## src/rtl/sound_event_arbiter.sv

```systemverilog
// Fixed-priority sound event arbiter: edge-detects event lines, plays the winner for a number of
// frames, then leaves a silence gap. Define SOUND_PENDING_EN to queue one lower-priority event.
module sound_event_arbiter #(
   parameter int unsigned N_EV        = 4,
   parameter int unsigned CODE_W      = 4,
   parameter int unsigned HOLD_FRAMES = 15,
   parameter int unsigned GAP_FRAMES  = 2,
   parameter int unsigned CNT_W       = 8,
   parameter logic [N_EV-1:0] STICKY_MASK = 4'b1100,
   localparam int unsigned IDX_W = (N_EV > 1) ? $clog2(N_EV) : 1
) (
   input  logic              clk,
   input  logic              resetN,
   input  logic [N_EV-1:0]   event_in,
   input  logic              frame_start,
   output logic [CODE_W-1:0] sound_code,
   output logic              sound_active,
   output logic [IDX_W-1:0]  event_idx,
   output logic              play_done
);

   if (HOLD_FRAMES < 1) begin : g_bad_hold
      $error("sound_event_arbiter: HOLD_FRAMES must be >= 1");
   end

   typedef enum logic [1:0] {StIdle, StPlay, StGap, StSticky} state_e;

   state_e            state_q, state_d;
   logic [N_EV-1:0]   prev_q;
   logic [IDX_W-1:0]  cur_q, cur_d;
   logic [CNT_W-1:0]  cnt_q, cnt_d, gcnt_q, gcnt_d;
   logic [CODE_W-1:0] code_q, code_d;
   logic              active_q, done_q, done_d;
   logic [N_EV-1:0]   trig;
   logic              any_trig, load;
   logic [IDX_W-1:0]  cand, load_idx;
`ifdef SOUND_PENDING_EN
   logic              pend_valid_q, pend_valid_d;
   logic [IDX_W-1:0]  pend_idx_q, pend_idx_d;
`endif

   assign trig     = event_in & ~prev_q;
   assign any_trig = |trig;

   always_comb begin
      cand = '0;
      for (int i = 0; i < N_EV; i++) begin
         if (trig[i]) cand = IDX_W'(i);
      end
   end

   always_comb begin
      state_d  = state_q;
      cur_d    = cur_q;
      cnt_d    = cnt_q;
      gcnt_d   = gcnt_q;
      done_d   = 1'b0;
      load     = 1'b0;
      load_idx = cand;
`ifdef SOUND_PENDING_EN
      pend_valid_d = pend_valid_q;
      pend_idx_d   = pend_idx_q;
`endif
      unique case (state_q)
         StIdle: begin
            if (any_trig) load = 1'b1;
         end
         StPlay: begin
            // Equal or higher trigger reloads/preempts and beats a same-cycle timeout.
            if (any_trig && cand >= cur_q) begin
               load = 1'b1;
            end else begin
`ifdef SOUND_PENDING_EN
               if (any_trig && (!pend_valid_q || cand > pend_idx_q)) begin
                  pend_valid_d = 1'b1;
                  pend_idx_d   = cand;
               end
`endif
               if (frame_start) begin
                  if (cnt_q == CNT_W'(1)) begin
                     done_d = 1'b1;
                     if (GAP_FRAMES == 0) begin
                        state_d = StIdle;
`ifdef SOUND_PENDING_EN
                        if (pend_valid_d) begin
                           load         = 1'b1;
                           load_idx     = pend_idx_d;
                           pend_valid_d = 1'b0;
                        end
`endif
                     end else begin
                        state_d = StGap;
                        gcnt_d  = CNT_W'(GAP_FRAMES);
                     end
                  end else begin
                     cnt_d = cnt_q - CNT_W'(1);
                  end
               end
            end
         end
         StGap: begin
            if (any_trig) begin
               load = 1'b1;
            end else if (frame_start) begin
               if (gcnt_q <= CNT_W'(1)) begin
                  state_d = StIdle;
`ifdef SOUND_PENDING_EN
                  if (pend_valid_q) begin
                     load         = 1'b1;
                     load_idx     = pend_idx_q;
                     pend_valid_d = 1'b0;
                  end
`endif
               end else begin
                  gcnt_d = gcnt_q - CNT_W'(1);
               end
            end
         end
         StSticky: begin
            if (any_trig && cand > cur_q && STICKY_MASK[cand]) cur_d = cand;
         end
         default: state_d = StIdle;
      endcase

      if (load) begin
         cur_d = load_idx;
         if (STICKY_MASK[load_idx]) begin
            state_d = StSticky;
`ifdef SOUND_PENDING_EN
            pend_valid_d = 1'b0;
`endif
         end else begin
            state_d = StPlay;
            cnt_d   = CNT_W'(HOLD_FRAMES);
         end
      end

      // Outputs are registered from next state so a rise shows up on the same edge.
      if (state_d == StPlay || state_d == StSticky) code_d = CODE_W'(cur_d) + CODE_W'(1);
      else                                          code_d = '0;
   end

   always_ff @(posedge clk or negedge resetN) begin
      if (!resetN) begin
         state_q  <= StIdle;
         prev_q   <= '0;
         cur_q    <= '0;
         cnt_q    <= '0;
         gcnt_q   <= '0;
         code_q   <= '0;
         active_q <= 1'b0;
         done_q   <= 1'b0;
      end else begin
         state_q  <= state_d;
         prev_q   <= event_in;
         cur_q    <= cur_d;
         cnt_q    <= cnt_d;
         gcnt_q   <= gcnt_d;
         code_q   <= code_d;
         active_q <= (code_d != '0);
         done_q   <= done_d;
      end
   end

`ifdef SOUND_PENDING_EN
   always_ff @(posedge clk or negedge resetN) begin
      if (!resetN) begin
         pend_valid_q <= 1'b0;
         pend_idx_q   <= '0;
      end else begin
         pend_valid_q <= pend_valid_d;
         pend_idx_q   <= pend_idx_d;
      end
   end
`endif

   assign sound_code   = code_q;
   assign sound_active = active_q;
   assign event_idx    = cur_q;
   assign play_done    = done_q;

endmodule
```

## config.mk

```make
export PLATFORM = sky130hd
export DESIGN_NAME = sound_event_arbiter
export DESIGN_NICKNAME = d
export VERILOG_FILES = /design/src/rtl/sound_event_arbiter.sv
export SDC_FILE = /design/constraint.sdc
export NUM_CORES = 1
export LEC_CHECK = 0
export CORE_MARGIN = 2
export CORE_UTILIZATION = 50
export DETAILED_ROUTE_END_ITERATION = 6
export PLACE_DENSITY = 0.77
export SLEW_MARGIN = 20
export SYNTH_ARGS = -nofsm -noshare
export SYNTH_HDL_FRONTEND = slang
export SYNTH_SLANG_ARGS = --single-unit
```

## constraint.sdc

```tcl
create_clock -name clk -period 4.5 [get_ports clk]
set_input_delay 0.675 -clock clk [delete_from_list [all_inputs] [get_ports clk]]
set_output_delay 0.675 -clock clk [all_outputs]
set_load 0.02 [all_outputs]
```

==> impl_metrics.py <==
metrics = {
    "placed_design": {
        "place_inst": 224,
        "place_area_mm2": 0.001814,
        "place_hpwl_um": 2281,
        "io_buffers": 13,
        "gp_congestion": 0.8070,
    },
    "layout": {
        "final_common_cell": "dfrtp_1",
        "nFillCells": 259,
        "layout.area.seq_um2": 725.7,
        "design_area_mm2": 0.001884,
        "syn_to_final_growth_pct": 14.79,
        "drive_gt1_share_pct": 8.511,
        "final_cell_mix": "dfrtp_1, nand2_1, clkdlybuf4s50_1",
        "multiInputGateArea_um2": 853.3,
        "finalNetCount": 205,
        "num_antenna_cells": 0,
        "fin_cells": 232,
    },
    "timing": {
        "period_share_pct": 81.82,
        "fmax_ghz": 0.2716,
        "tns_ns": 0,
        "maxSlewHeadroom_pct": 61.18,
        "finClkSkew_ns": 0.006313,
        "timing.hold.ws_ns": 0.5460,
        "setup_viol": 0,
        "rsz0062_at_grt": "no",
        "drv_slew": 0,
        "hold_violations": 0,
        "worst_pin_slew_ns": 0.5822,
        "period_needed_ns": 3.682,
    },
    "synth": {
        "synth_seq_cells": 29,
        "synth_adder_area_share_pct": 8.384,
        "synthCells": 170,
        "synth_fp_nets": 188,
        "ys_top_cells_by_area": "dfrtp_1, ha_1, nand2_1, or3_1, a21oi_1",
        "netlist_area_mm2": 0.001642,
        "yosys_warnings": 0,
        "synthXorXnorAreaFrac_pct": 1.601,
        "synth_compound_area_share_pct": 16.92,
        "synth-seq-area-share_pct": 44.21,
        "synth_edf_count": 0,
        "synth_mux_area_share_pct": 0.6098,
        "yosysTopAreaCell": "dfrtp_1",
        "synthDistinctLibCells": 48,
        "yosys.area_share.simple_pct": 24.24,
        "async_flop_share_pct": 100.0,
        "synth-main-ff-cell": "dfrtp_1",
        "syn_area_per_cell_um2": 9.656,
        "synth_top_family_by_area": "simple AND/OR/NAND/NOR gates",
        "synth_top_area_share_pct": 44.21,
    },
    "floorplan": {
        "start_util_pct": 53.33,
        "num_rows": 20,
        "die_h_um": 61.30,
        "die_w_um": 61.30,
        "dieArea_mm2": 0.003758,
        "fp.coreArea_mm2": 0.003078,
        "ioPinCount": 15,
    },
    "setup_path": {
        "cp.arrival_ns": 3.89,
        "worstPathRequired_ns": 4.71,
        "setup.worst_path.start": "event_in[3]",
        "path_cells": "clkdlybuf4s50_1 -> nand2b_1 -> nand2_1 -> ha_1 -> or2_2 -> a311o_1 -> and2_1 -> a211oi_1 -> nor2_1 -> ha_1 -> o41a_1",
        "reg2reg_from": "prev_q[3]",
        "r2r_cells": 10,
        "critPathKind": "in -> reg",
        "cpPeakStageDelay_ns": 0.42,
        "crit_path_max_fanout": 7,
        "critical-path-slowest-cell": "clkdlybuf4s50_1",
        "startpoint_type": "primary input",
        "cpMostUsedCell": "ha_1",
        "setup.worst_path.end_class": "flop",
    },
    "flow_run": {
        "drv_cap": 0,
    },
    "cts": {
        "clkTransAtPathRegs_ns": 0.09,
        "clk_latency_ns": 0.33,
        "clockBufferDepth": 2,
        "numCtsBuffers": 5,
        "post_cts_resized": 0,
        "clkSinkCount": 29,
        "holdBufCountCts": 0,
        "post_cts_buffers": 0,
        "clockRootBuffer": "clkbuf_4",
        "tritoncts": "yes",
        "h-tree-depth": 2,
    },
    "pwr": {
        "p_per_area_mw_per_mm2": 539.4,
        "peakVddDrop_mv": 0.4241,
        "p_leak_nw": 0.8501,
    },
    "grt": {
        "grt_pass1_wl_um": 5451,
        "overflow": 0,
        "grt_use_total_pct": 19.59,
        "antenna_found_initial": 0,
        "grt_pass1_vias": 1250,
        "grt_max_degree": 30,
    },
    "detailed_routing": {
        "num_vias": 1324,
        "drt_iter0_drc": 34,
        "vias_per_cell": 5.707,
        "remaining_drc_errors": 0,
        "dr.pass1.iters": 4,
        "post_drt_wl_per_cell_um": 13.22,
        "wl_um": 3066,
        "postRouteAntennaNets": 0,
    },
    "status": {
        "status": "completed",
    },
    "hold_path": {
        "whs_path_depth": 2,
        "min-delay-start": "cnt_q[1]",
        "min_path_type": "reg -> reg",
    },
}
## cells by family after synthesis
group                      Yosys count
other                                1
buffers and inverters               15
adders and majority gates           11
AOI/OAI and AO/OA                   41
and+or+nand+nor                     69
DFF                                 29
muxes                                1
xor gates and xnor gates             3
## cell usage after synthesis, types with 2 or more instances
master / count
nor2_1: 9
nor2b_1: 2
o21ai_0: 2
o21ai_1: 5
nand2_1: 17
or3_1: 10
a311o_1: 2
o31ai_1: 5
o2111ai_1: 2
a21oi_1: 11
nand3_1: 2
inv_1: 10
xnor2_1: 2
o22ai_1: 2
or4_1: 6
a31oi_1: 3
and2_1: 4
dfrtp_1: 29
nor3_1: 2
clkbuf_1: 2
ha_1: 11
nand2b_1: 6
## layout make-up
cell class	instances	share of cell area, %
clock inverters	1	0.2656
repair buffers	14	7.304
clock buffers	7	3.453
flip-flops and latches	29	38.51
multi-input cells	126	45.29
inverters	11	2.258
well taps	44	2.922
## path summary, 6_finish.rpt
| path | to | slack, ns |
|---|---|---|
| worst max-delay path | sound_active | 0.82 |
| worst min-delay path | cnt_q[1] | 0.55 |
| worst max register to register | sound_active | 1.21 |
| worst min register to register | cnt_q[1] | 0.55 |
| max in group asynchronous | gcnt_q[0] | 3.51 |
| min in group asynchronous | gcnt_q[7] | 0.72 |
## metal layers
layer	vias up	routed length (um)	track usage, %
li1	652	-	-
met1	639	1376	25.41
met2	30	1543	31.31
met3	3	111	6.092
met4	0	35	6.522
met5	-	0	0
## through the flow
stage               utilization (%)  power (mW)  setup WS [ns]
floorplan                         -      0.7039          1.142
global placement              58.94      0.8201         0.6485
detailed placement            58.94      0.8404         0.5034
CTS                           61.22       1.025         0.8609
global route                  61.22       1.110         0.6149
finish                        61.22       1.016         0.8181
## worst max-delay path: cells and delay by family
family | cells | cell delay (ns)
AO/OA/AOI/OAI | 3 | 1.12
AND/OR/NAND/NOR | 5 | 1.05
adder cells (fa/ha/maj) | 2 | 0.63
buffers and inverters | 1 | 0.42
## where the power goes
group	leakage, nW	internal, mW	total (mW)	switching [mW]
clock	0.0413	0.0904	0.178	0.0874
combinational	0.450	0.207	0.466	0.259
sequential	0.359	0.320	0.373	0.0526
total	0.850	0.617	1.02	0.399
## sequential cells by signal, summed over array words and instances (netlist names), named ones only
register,count
gcnt_q,8
state_q,1
sound_code,3
play_done,1
cnt_q,8
prev_q,4
sound_active,1
event_idx,2
No activity file was read; power rests on OpenSTA's default activity.
